[src/rtl/control_abc.sv]
// Sequencing controller for the three-memory SUBLEQ core: six-state instruction
// loop plus idle/start, single-step, halt control and retire/cycle counters.
module control_abc #(
    parameter int unsigned COUNT_W   = 32,
    parameter int unsigned MAX_INSTR = 0
) (
    input  logic               i_clk,
    input  logic               i_rst,
    input  logic               i_start,
    input  logic               i_step_mode,
    input  logic               i_halt_req,
    input  logic               i_zero,
    input  logic               i_negative,
    output logic [2:0]         o_state,
    output logic               o_read_en_abc,
    output logic               o_abc_ld,
    output logic               o_read_en_ab,
    output logic               o_mem_ab_ld,
    output logic               o_result_ld,
    output logic               o_write_en_b,
    output logic               o_pc_ld,
    output logic               o_branch_taken,
    output logic               o_busy,
    output logic               o_halted,
    output logic [COUNT_W-1:0] o_instr_count,
    output logic [COUNT_W-1:0] o_cycle_count
);

    typedef enum logic [2:0] {
        S_FETCH_ABC   = 3'd0,
        S_LOAD_ABC    = 3'd1,
        S_FETCH_MEMAB = 3'd2,
        S_LOAD_MEMAB  = 3'd3,
        S_EXECUTE     = 3'd4,
        S_WRITEBACK   = 3'd5,
        S_HALT        = 3'd6,
        S_IDLE        = 3'd7
    } state_t;

    localparam logic [COUNT_W-1:0] CNT_MAX = '1;
    localparam logic [COUNT_W:0]   BUDGET  = (COUNT_W+1)'(MAX_INSTR);

    state_t               r_state;
    state_t               w_next_state;
    logic [6:0]           r_strobes;
    logic [6:0]           w_strobes;
    logic                 r_busy;
    logic                 r_halted;
    logic                 r_halt_pending;
    logic                 r_branch_taken;
    logic [COUNT_W-1:0]   r_instr_count;
    logic [COUNT_W-1:0]   r_cycle_count;
    logic                 w_busy;
    logic                 w_next_busy;
    logic                 w_budget_hit;

    assign w_busy       = (r_state != S_HALT) && (r_state != S_IDLE);
    assign w_next_busy  = (w_next_state != S_HALT) && (w_next_state != S_IDLE);
    assign w_budget_hit = (MAX_INSTR != 0) &&
                          (({1'b0, r_instr_count} + (COUNT_W+1)'(1)) == BUDGET);

    // State register
    always_ff @(posedge i_clk) begin
        if (i_rst) begin
            r_state <= S_IDLE;
        end else begin
            r_state <= w_next_state;
        end
    end

    // Next-state logic; halt requests never abandon an in-flight instruction
    always_comb begin
        w_next_state = r_state;
        case (r_state)
            S_IDLE: begin
                if (i_halt_req) begin
                    w_next_state = S_HALT;
                end else if (i_start) begin
                    w_next_state = S_FETCH_ABC;
                end
            end
            S_FETCH_ABC:   w_next_state = S_LOAD_ABC;
            S_LOAD_ABC:    w_next_state = S_FETCH_MEMAB;
            S_FETCH_MEMAB: w_next_state = S_LOAD_MEMAB;
            S_LOAD_MEMAB:  w_next_state = S_EXECUTE;
            S_EXECUTE:     w_next_state = S_WRITEBACK;
            S_WRITEBACK: begin
                if (r_halt_pending || i_halt_req || w_budget_hit) begin
                    w_next_state = S_HALT;
                end else if (i_step_mode) begin
                    w_next_state = S_IDLE;
                end else begin
                    w_next_state = S_FETCH_ABC;
                end
            end
            S_HALT:        w_next_state = S_HALT;
        endcase
    end

    // Strobes decoded from the next state so the registered copy tracks r_state
    always_comb begin
        w_strobes = '0;
        case (w_next_state)
            S_FETCH_ABC:   w_strobes[6]   = 1'b1;
            S_LOAD_ABC:    w_strobes[5]   = 1'b1;
            S_FETCH_MEMAB: w_strobes[4]   = 1'b1;
            S_LOAD_MEMAB:  w_strobes[3]   = 1'b1;
            S_EXECUTE:     w_strobes[2]   = 1'b1;
            S_WRITEBACK:   w_strobes[1:0] = 2'b11;
            default:       w_strobes      = '0;
        endcase
    end

    always_ff @(posedge i_clk) begin
        if (i_rst) begin
            r_strobes      <= '0;
            r_busy         <= 1'b0;
            r_halted       <= 1'b0;
            r_halt_pending <= 1'b0;
            r_branch_taken <= 1'b0;
            r_instr_count  <= '0;
            r_cycle_count  <= '0;
        end else begin
            r_strobes <= w_strobes;
            r_busy    <= w_next_busy;
            r_halted  <= (w_next_state == S_HALT);
            if (w_next_state == S_HALT) begin
                r_halt_pending <= 1'b0;
            end else if (w_busy && i_halt_req) begin
                r_halt_pending <= 1'b1;
            end
            if (r_state == S_EXECUTE) begin
                r_branch_taken <= i_zero | i_negative;
            end
            // Counters saturate rather than wrap
            if (w_busy && (r_cycle_count != CNT_MAX)) begin
                r_cycle_count <= r_cycle_count + COUNT_W'(1);
            end
            if ((r_state == S_WRITEBACK) && (r_instr_count != CNT_MAX)) begin
                r_instr_count <= r_instr_count + COUNT_W'(1);
            end
        end
    end

    assign o_state        = 3'(r_state);
    assign o_read_en_abc  = r_strobes[6];
    assign o_abc_ld       = r_strobes[5];
    assign o_read_en_ab   = r_strobes[4];
    assign o_mem_ab_ld    = r_strobes[3];
    assign o_result_ld    = r_strobes[2];
    assign o_write_en_b   = r_strobes[1];
    assign o_pc_ld        = r_strobes[0];
    assign o_branch_taken = r_branch_taken;
    assign o_busy         = r_busy;
    assign o_halted       = r_halted;
    assign o_instr_count  = r_instr_count;
    assign o_cycle_count  = r_cycle_count;

endmodule

[config.mk]
export PLATFORM = sky130hd
export DESIGN_NAME = control_abc
export DESIGN_NICKNAME = d
export VERILOG_FILES = /design/src/rtl/control_abc.sv
export SDC_FILE = /design/constraint.sdc
export NUM_CORES = 1
export LEC_CHECK = 0
export CORE_MARGIN = 4
export CORE_UTILIZATION = 54
export DETAILED_ROUTE_END_ITERATION = 6
export PLACE_DENSITY_LB_ADDON = 0.3
export SYNTH_ARGS = -nofsm -noshare
export SYNTH_HDL_FRONTEND = slang
export SYNTH_SLANG_ARGS = --single-unit
[constraint.sdc]
create_clock -name i_clk -period 5.79 [get_ports i_clk]
set_input_delay 1.158 -clock i_clk [delete_from_list [all_inputs] [get_ports i_clk]]
set_output_delay 1.158 -clock i_clk [all_outputs]
set_load 0.03 [all_outputs]
==> metrics.csv <==
metric,value,unit
Die Y,91.76,um
Switch Pwr,272.4,uW
first-pass GRT wire length,15.63,mm
Critical Path End Type,output port,
max cap viols,0,
top achievable clock speed,355.1,MHz
"FF+latch count, synth",77,
share of layout cells above drive strength 1,8.846,%
Final ANT Viol Nets,0,
Port Buffers,83,
total grt overflow,0,
Setup Crit Path Kind,reg -> out,
most frequent cells in the layout,"clkdlybuf4s50_1, dfxtp_1, nor2_1",
fraction of registers with async set or reset after synthesis,0,%
FF-to-FF Start,o_instr_count[0]$_SDFFE_PP0P_,
CP cell instances,clkdlybuf4s50_1,
Post-CTS Setup Inserts,0,
Synth Instances,444,
share of the synthesized area in the top cell type,40.69,%
HP Start,o_instr_count[23]$_SDFFE_PP0P_,
ys flop type,dfxtp_1,
Post-synth EDFFs,0,
RSZ-0062 raised after global routing,false,
Area Growth Syn to Fin,28.40,%
Final Setup Violations,0,
setup tns final,0,ns
I/O Pins,84,
Final period util,48.64,%
Buf/Inv on CP,1,
Worst-Margin Slew,0.8595,ns
final hold viol count,0,
clock sinks,77,
via count,3565,
"IR drop worst, VDD",0.1008,mV
CP peak stage delay,0.75,ns
sequential area share after synthesis,40.69,%
sequential power share,50.3,%
Max Root-Sink Buffers,2,
syn_area_per_cell,8.533,um^2
synth warn,0,
DR vias/cell,5.787,
Pint,814.6,uW
hpwl dp,6.363,mm
Die W,91.76,um
outcome,finished clean,
drt pass-1 iters,4,
Remaining DRCs,0,
crit path launch,o_state[2]$_SDFF_PP1_,
Startpoint Class,flop,
CP arrival,1.66,ns
"most common cell after layout, fill and taps aside",clkdlybuf4s50_1,
clock power share,41.9,%
"Slowest-stage cell, CP",clkdlybuf4s50_1,
Overall Global Routing Usage,22.44,%
pins over their slew limit,0,
CTS Hold Bufs,0,
"CP delay by family, top",buffers and inverters,
Filler cells,557,
Placement Rows,30,
Final nets,524,
mapped cell area,3789,um^2
core area,6794,um^2
antenna violations before repair,0,
n_diodes,0,
CTS buffer count,9,
PD cells,223.5,nW/um^2
H-tree Lvls,3,
Starting Density,55.76,%
routed wire length,9.228,mm
fin crit period,2.816,ns
Detailed Route Iter0 Violations,170,
Hold WS,0.5069,ns
Leak,1.543,nW
TritonCTS clock tree,yes,
drt wl/cell,14.98,um
Worst Hold Class,reg -> reg,
RePlAce Congestion,0.8291,
Critical Path RT,4.63,ns
Logic pwr share,7.8,%
Sw Ratio,25.06,%
root buffer cell,clkbuf_8,
clock latency on the worst-skew pair,0.35,ns
dominant cells by area after synthesis,"dfxtp_1, xnor2_1, nor2_1",
vias in the first global route,3310,
post_cts resized,0,
Post-Route Skew,0.01350,ns
max_slew headroom,42.26,%
top cell type by total area after synthesis,dfxtp_1,
Mapped Nets,453,
die area,8420,um^2
critical path peak fanout,11,
Worst-path clk slew,0.09,ns
largest net degree at the start of global routing,84,
number of distinct library cells after synthesis,55,
==> final cells by class <==
class,count,area (um^2),share of cell area (%)
Multi-Input combinational cell,329,2093,43.03
Sequential cell,77,1541,31.69
Timing Repair Buffer,85,840.8,17.28
Clock buffer,9,123.9,2.546
Tap cell,96,120.1,2.469
Clock inverter,7,96.34,1.980
Inverter,13,48.80,1.003
==> worst paths after layout <==
kind	endpoint	slack, ns	depth (start not counted)
setup reg to reg	o_instr_count[6]$_SDFFE_PP0P_	3.12	6
hold reg to reg	o_instr_count[23]$_SDFFE_PP0P_	0.51	2
hold / removal	o_instr_count[23]$_SDFFE_PP0P_	0.51	2
setup / recovery	o_state[2]	2.97	1
==> power groups by stage <==
stage	Clock (mW)	Sequential, mW	Combinational (mW)
finish	0.455	0.547	0.0849
global route	0.486	0.549	0.0914
CTS	0.461	0.547	0.0853
detailed placement	0	0.559	0.0850
global placement	0	0.558	0.0826
floorplan	0	0.571	0.0430
==> Yosys cell counts (all sizes together), types with 13 or more instances <==
cell and number:
nor2 57, a21oi 28, inv 13, nand3 21, xnor2 26, clkbuf 18
nand4 18, dfxtp 77, nand2 26, nor4 16
==> state kept, by name (all words and copies together), names as in the netlist <==
name and flops:
o_state 3, o_halted 1, r_halt_pending 1, o_cycle_count 32, o_busy 1, o_instr_count 32, r_strobes 6, o_branch_taken 1
==> per-stage QoR <==
step                power, mW  instance area (um^2)  setup slack (ns)  util [%]  instances
floorplan              0.6141                  3789             3.176         -        444
global placement       0.6410                  4644             2.856     68.36        600
detailed placement     0.6442                  4644             2.728     68.36        600
CTS                     1.093                  4865             2.972     71.60        616
global route            1.125                  4865             2.893     71.60        616
finish                  1.087                  4865             2.974     71.60        616
==> routing by layer <==
metal  part of all wire [%]  vias to the layer above  GRT usage, %  wire length (um)
met5                      0                        -             0                 0
li1                       -                     1749             -                 -
met1                     46                     1689         29.03              4221
met2                     48                      114         36.64              4396
met3                    4.9                       13         4.840               454
met4                    1.7                        0         8.540               155
==> worst register-to-register path, delay by kind of cell, from the launching register on <==
kind	cells	cell delay, ns
multiplexers	1	0.32
AO/OA/AOI/OAI	1	0.70
adder cells (fa/ha/maj)	1	0.23
flip-flops	1	0.43
AND/OR/NAND/NOR	3	0.87
==> logic make-up (layout without fill, tap and decap cells) <==
kind of cell / after synthesis / after routing / synth area share, %
xor gates and xnor gates: 34 / 34 / 7.860
DFF: 77 / 77 / 40.69
buffers and inverters: 38 / 114 / 4.227
muxes: 11 / 11 / 3.435
and+or+nand+nor: 206 / 206 / 29.33
adders and majority gates: 2 / 2 / 0.6604
AOI/OAI and AO/OA: 76 / 76 / 13.80
Note: power is estimated with default switching activity, not from simulation.
==> edit 1: new RTL, same flow settings <==
Set the parameter `COUNT_W` to 24 (it was 32).
--- a/src/rtl/control_abc.sv
+++ b/src/rtl/control_abc.sv
@@ -1,7 +1,7 @@
 // Sequencing controller for the three-memory SUBLEQ core: six-state instruction
 // loop plus idle/start, single-step, halt control and retire/cycle counters.
 module control_abc #(
-    parameter int unsigned COUNT_W   = 32,
+    parameter int unsigned COUNT_W   = 24,
     parameter int unsigned MAX_INSTR = 0
 ) (
     input  logic               i_clk,
Ports: changed (resized o_cycle_count and o_instr_count); port bits go from 84 to 68. The function was not compared with the original's and may differ.
==> edit 1 against the unedited design <==
Design area shrank 23%; clock skew shrank 0.0025 ns; wire length shrank 27%; worst setup slack gained 0.020 ns; register-to-register slack gained 0.24 ns; power shrank 22%; first-iteration DRC count shrank 4.7%; area after synthesis shrank 24%; worst hold slack lost 0.0096 ns; critical path depth is the same; sequential cell count shrank 16; critical path type unchanged.
==> edit 1: results (changes against the unedited design) <==
* Status: completed (unchanged)
* Nets at 405 (was 524)
* Total non-filler cell area in the finished layout at 3730 µm² (was 4860 µm²)
* Met3 Usage GRT at 0.0532 (was 0.0484)
* Sequential-to-total area share from yosys stat at 0.422 (was 0.407)
* Final-layout fill cell count at 454 (was 557)
* Placement Setup Slack at 2.79 ns (was 2.73 ns)
* Commonest cells in the netlist: sky130_fd_sc_hd__dfxtp_1 (61), sky130_fd_sc_hd__a21oi_1 (32), sky130_fd_sc_hd__nor2_1 (27), sky130_fd_sc_hd__nand2_1 (22), sky130_fd_sc_hd__nand3_1 (17) (was sky130_fd_sc_hd__dfxtp_1 (77), sky130_fd_sc_hd__nor2_1 (57), sky130_fd_sc_hd__a21oi_1 (28), sky130_fd_sc_hd__nand2_1 (26), sky130_fd_sc_hd__xnor2_1 (26))
* Placed Instances at 455 (was 600)
* Skew final at 0.0110 ns (was 0.0135 ns)
* Placer Congestion at 0.801 (was 0.829)
* Routed length on met1 at 3150 µm (was 4220 µm)
* Arrival @ worst endpoint at 1.64 ns (was 1.66 ns)
* Share of post-route cells with drive strength above 1 at 0.0652 (was 0.0885)
* Worst setup path startpoint: o_state[1] (was o_state[2])
* Cell types occupying the most area after synthesis: sky130_fd_sc_hd__dfxtp_1 (42%), sky130_fd_sc_hd__a21oi_1 (5.5%), sky130_fd_sc_hd__xnor2_1 (4.5%), sky130_fd_sc_hd__nor2_1 (3.5%), sky130_fd_sc_hd__or3_1 (3.5%) (was sky130_fd_sc_hd__dfxtp_1 (41%), sky130_fd_sc_hd__xnor2_1 (6.0%), sky130_fd_sc_hd__nor2_1 (5.6%), sky130_fd_sc_hd__a21oi_1 (3.7%), sky130_fd_sc_hd__nand4_1 (2.8%))
* Total leakage power at 1.19 nW (was 1.54 nW)
* Count of input and output buffers at 67 (was 83)
* All-layer global routing usage at 0.224 (about the same)
* Detailed Route Iter0 Violations at 162 (was 170)
* Synthesized-area fraction occupied by ao, oa, aoi and oai cells at 0.165 (was 0.138)
* Post-Route WL at 6730 µm (was 9230 µm)
* Seq. cell area at 1220 µm² (was 1540 µm²)
* Count of state elements after synthesis at 61 (was 77)
* Wire length on met2 at 3130 µm (was 4400 µm)
* Total placed instance area at 3560 µm² (was 4640 µm²)
* Peak VDD IR at 174 µV (was 101 µV)
* Post-synthesis adder-cell area fraction at 0.00865 (was 0.00661)
* Global-route wire length before repair at 11600 µm (was 15600 µm)
* Number of signal-net buffers in the layout at 69 (was 85)
* Maximum number of pins on one net before global-route repair at 61 (was 84)
* Vias in the first global route at 2555 (was 3310)
* Register-to-Register Path Depth at 7 (was 6)
* Met1 capacity usage during global routing at 0.295 (was 0.290)
* Maximum fanout along the worst path at 13 (was 11)
==> edit 1: worst min-delay path, delay by kind of cell, from the launching register on <==
kind            cells  cell delay, ns
compound gates      2            0.13
flops               1            0.33
==> edit 1: worst min path at each step <==
stage                      startpoint           endpoint  slack [ns]
global placement    o_instr_count[15]  o_instr_count[15]        0.48
floorplan              r_halt_pending     r_halt_pending        0.51
CTS                 o_instr_count[15]  o_instr_count[15]        0.50
finish              o_instr_count[19]  o_instr_count[19]        0.50
global route        o_instr_count[19]  o_instr_count[19]        0.54
detailed placement  o_instr_count[19]  o_instr_count[19]        0.50
==> edit 1: report_power, final <==
group / total, mW / switching, mW / internal [mW] / leakage (nW)
clock network: 0.329 / 0.156 / 0.173 / 0.0881
logic: 0.0776 / 0.0467 / 0.0310 / 0.614
registers: 0.438 / 0.0103 / 0.428 / 0.493
==> edit 2: new RTL, same flow settings <==
Without the edit above. Register the inputs `i_start`, `i_step_mode`, `i_halt_req`, `i_zero` and `i_negative` before use, with the module's reset. The logic sees them one clock later.
--- a/src/rtl/control_abc.sv
+++ b/src/rtl/control_abc.sv
@@ -40,6 +40,28 @@
     localparam logic [COUNT_W-1:0] CNT_MAX = '1;
     localparam logic [COUNT_W:0]   BUDGET  = (COUNT_W+1)'(MAX_INSTR);
 
+    logic i_start_q;
+    logic i_step_mode_q;
+    logic i_halt_req_q;
+    logic i_zero_q;
+    logic i_negative_q;
+
+    always_ff @(posedge i_clk) begin
+        if (i_rst) begin
+            i_start_q     <= '0;
+            i_step_mode_q <= '0;
+            i_halt_req_q  <= '0;
+            i_zero_q      <= '0;
+            i_negative_q  <= '0;
+        end else begin
+            i_start_q     <= i_start;
+            i_step_mode_q <= i_step_mode;
+            i_halt_req_q  <= i_halt_req;
+            i_zero_q      <= i_zero;
+            i_negative_q  <= i_negative;
+        end
+    end
+
     state_t               r_state;
     state_t               w_next_state;
     logic [6:0]           r_strobes;
@@ -73,9 +95,9 @@
         w_next_state = r_state;
         case (r_state)
             S_IDLE: begin
-                if (i_halt_req) begin
+                if (i_halt_req_q) begin
                     w_next_state = S_HALT;
-                end else if (i_start) begin
+                end else if (i_start_q) begin
                     w_next_state = S_FETCH_ABC;
                 end
             end
@@ -85,9 +107,9 @@
             S_LOAD_MEMAB:  w_next_state = S_EXECUTE;
             S_EXECUTE:     w_next_state = S_WRITEBACK;
             S_WRITEBACK: begin
-                if (r_halt_pending || i_halt_req || w_budget_hit) begin
+                if (r_halt_pending || i_halt_req_q || w_budget_hit) begin
                     w_next_state = S_HALT;
-                end else if (i_step_mode) begin
+                end else if (i_step_mode_q) begin
                     w_next_state = S_IDLE;
                 end else begin
                     w_next_state = S_FETCH_ABC;
@@ -126,11 +148,11 @@
             r_halted  <= (w_next_state == S_HALT);
             if (w_next_state == S_HALT) begin
                 r_halt_pending <= 1'b0;
-            end else if (w_busy && i_halt_req) begin
+            end else if (w_busy && i_halt_req_q) begin
                 r_halt_pending <= 1'b1;
             end
             if (r_state == S_EXECUTE) begin
-                r_branch_taken <= i_zero | i_negative;
+                r_branch_taken <= i_zero_q | i_negative_q;
             end
             // Counters saturate rather than wrap
             if (w_busy && (r_cycle_count != CNT_MAX)) begin
Formal check against the unedited RTL: not equivalent (a bounded check fails within 4 cycles, from zero or initial values and one cycle with i_rst high).
==> edit 2 against the unedited design <==
Area after synthesis is 5.2% higher; design area up 4.3%; synthesized cell count is 6.8% higher; highest routed layer unchanged; combinational power is 34% higher; global-route usage is 1.1 points higher; register-to-register slack about the same; sequential cell count grew 5; worst setup slack got worse by 0.050 ns; wire length rose by 8.7%; power rose by 7.9%.
==> edit 2: results (changes against the unedited design) <==
* Register-to-Register Path Depth at 7 (was 6)
* End of the worst register-to-register path: o_cycle_count[30] (was o_instr_count[6])
* Multi-input gates at 362 (was 329)
* Half-perimeter wire length after placement at 7040 µm (was 6360 µm)
* Critical Path Sink: o_state[0] (was o_state[2])
* Count of non-CTS inverters in the layout at 7 (was 13)
* Arrival @ worst endpoint at 1.71 ns (was 1.66 ns)
* Cell types occupying the most area after synthesis: sky130_fd_sc_hd__dfxtp_1 (41%), sky130_fd_sc_hd__a21oi_1 (4.8%), sky130_fd_sc_hd__or3_1 (4.4%), sky130_fd_sc_hd__nor2_1 (4.1%), sky130_fd_sc_hd__mux2_2 (4.0%) (was sky130_fd_sc_hd__dfxtp_1 (41%), sky130_fd_sc_hd__xnor2_1 (6.0%), sky130_fd_sc_hd__nor2_1 (5.6%), sky130_fd_sc_hd__a21oi_1 (3.7%), sky130_fd_sc_hd__nand4_1 (2.8%))
* Number of sequential storage elements at 82 (was 77)
* Launching point of the worst reg2reg path: o_cycle_count[0] (was o_instr_count[0])
* Sequential portion of the cell area at 0.324 (was 0.317)
* Normalized max-slew margin at 0.472 (was 0.423)
* Placement Setup Slack at 3.09 ns (was 2.73 ns)
* Worst hold path endpoint: o_branch_taken (was o_instr_count[23])
* Commonest cells in the netlist: sky130_fd_sc_hd__dfxtp_1 (82), sky130_fd_sc_hd__nor2_1 (43), sky130_fd_sc_hd__a21oi_1 (38), sky130_fd_sc_hd__nand2_1 (36), sky130_fd_sc_hd__or3_1 (28) (was sky130_fd_sc_hd__dfxtp_1 (77), sky130_fd_sc_hd__nor2_1 (57), sky130_fd_sc_hd__a21oi_1 (28), sky130_fd_sc_hd__nand2_1 (26), sky130_fd_sc_hd__xnor2_1 (26))
* Clk power at 0.465 mW (was 0.455 mW)
* Vias in the first global route at 3662 (was 3310)
* Skew final at 0.00870 ns (was 0.0135 ns)
* All-layer global routing usage at 0.236 (was 0.224)
* Net count after synthesis at 483 (was 453)
* Hold path start: i_zero_q (was o_instr_count[23])
* Maximum number of pins on one net before global-route repair at 71 (was 84)
* Status: completed (unchanged)
* Relative area of non-clock buffer cells in the final design at 0.166 (was 0.173)
* Area of the multi-input gates at 2220 µm² (was 2090 µm²)
* Sequential-to-total area share from yosys stat at 0.412 (was 0.407)
* Routed vias at 3900 (was 3565)
* Netlist cell types at 52 (was 55)
* Peak VDD IR at 192 µV (was 101 µV)
-- edit 2: cell families (layout without fill, tap and decap cells) --
family | count (synthesis) | in the layout | share of synthesized area
AO/OA/AOI/OAI | 99 | 99 | 0.151
XOR/XNOR | 10 | 10 | 0.0220
adder cells (fa/ha/maj) | 2 | 2 | 0.00628
buffers and inverters | 30 | 108 | 0.0317
flip-flops | 82 | 82 | 0.412
multiplexers | 14 | 14 | 0.0396
AND/OR/NAND/NOR | 237 | 237 | 0.337
-- edit 2: per-stage QoR --
stage	instances	power (mW)	area, µm²
floorplan	474	0.677	3980
global placement	635	0.715	4850
detailed placement	635	0.719	4850
CTS	651	1.18	5070
global route	651	1.22	5070
finish	651	1.17	5070
-- edit 2: per-layer routing --
layer  track usage  part of all wire  vias up
li1              -                 -     1910
met1         0.314              0.45     1861
met2         0.368              0.48      112
met3        0.0641             0.056       17
met4        0.0806             0.012        0
met5             0                 0        -
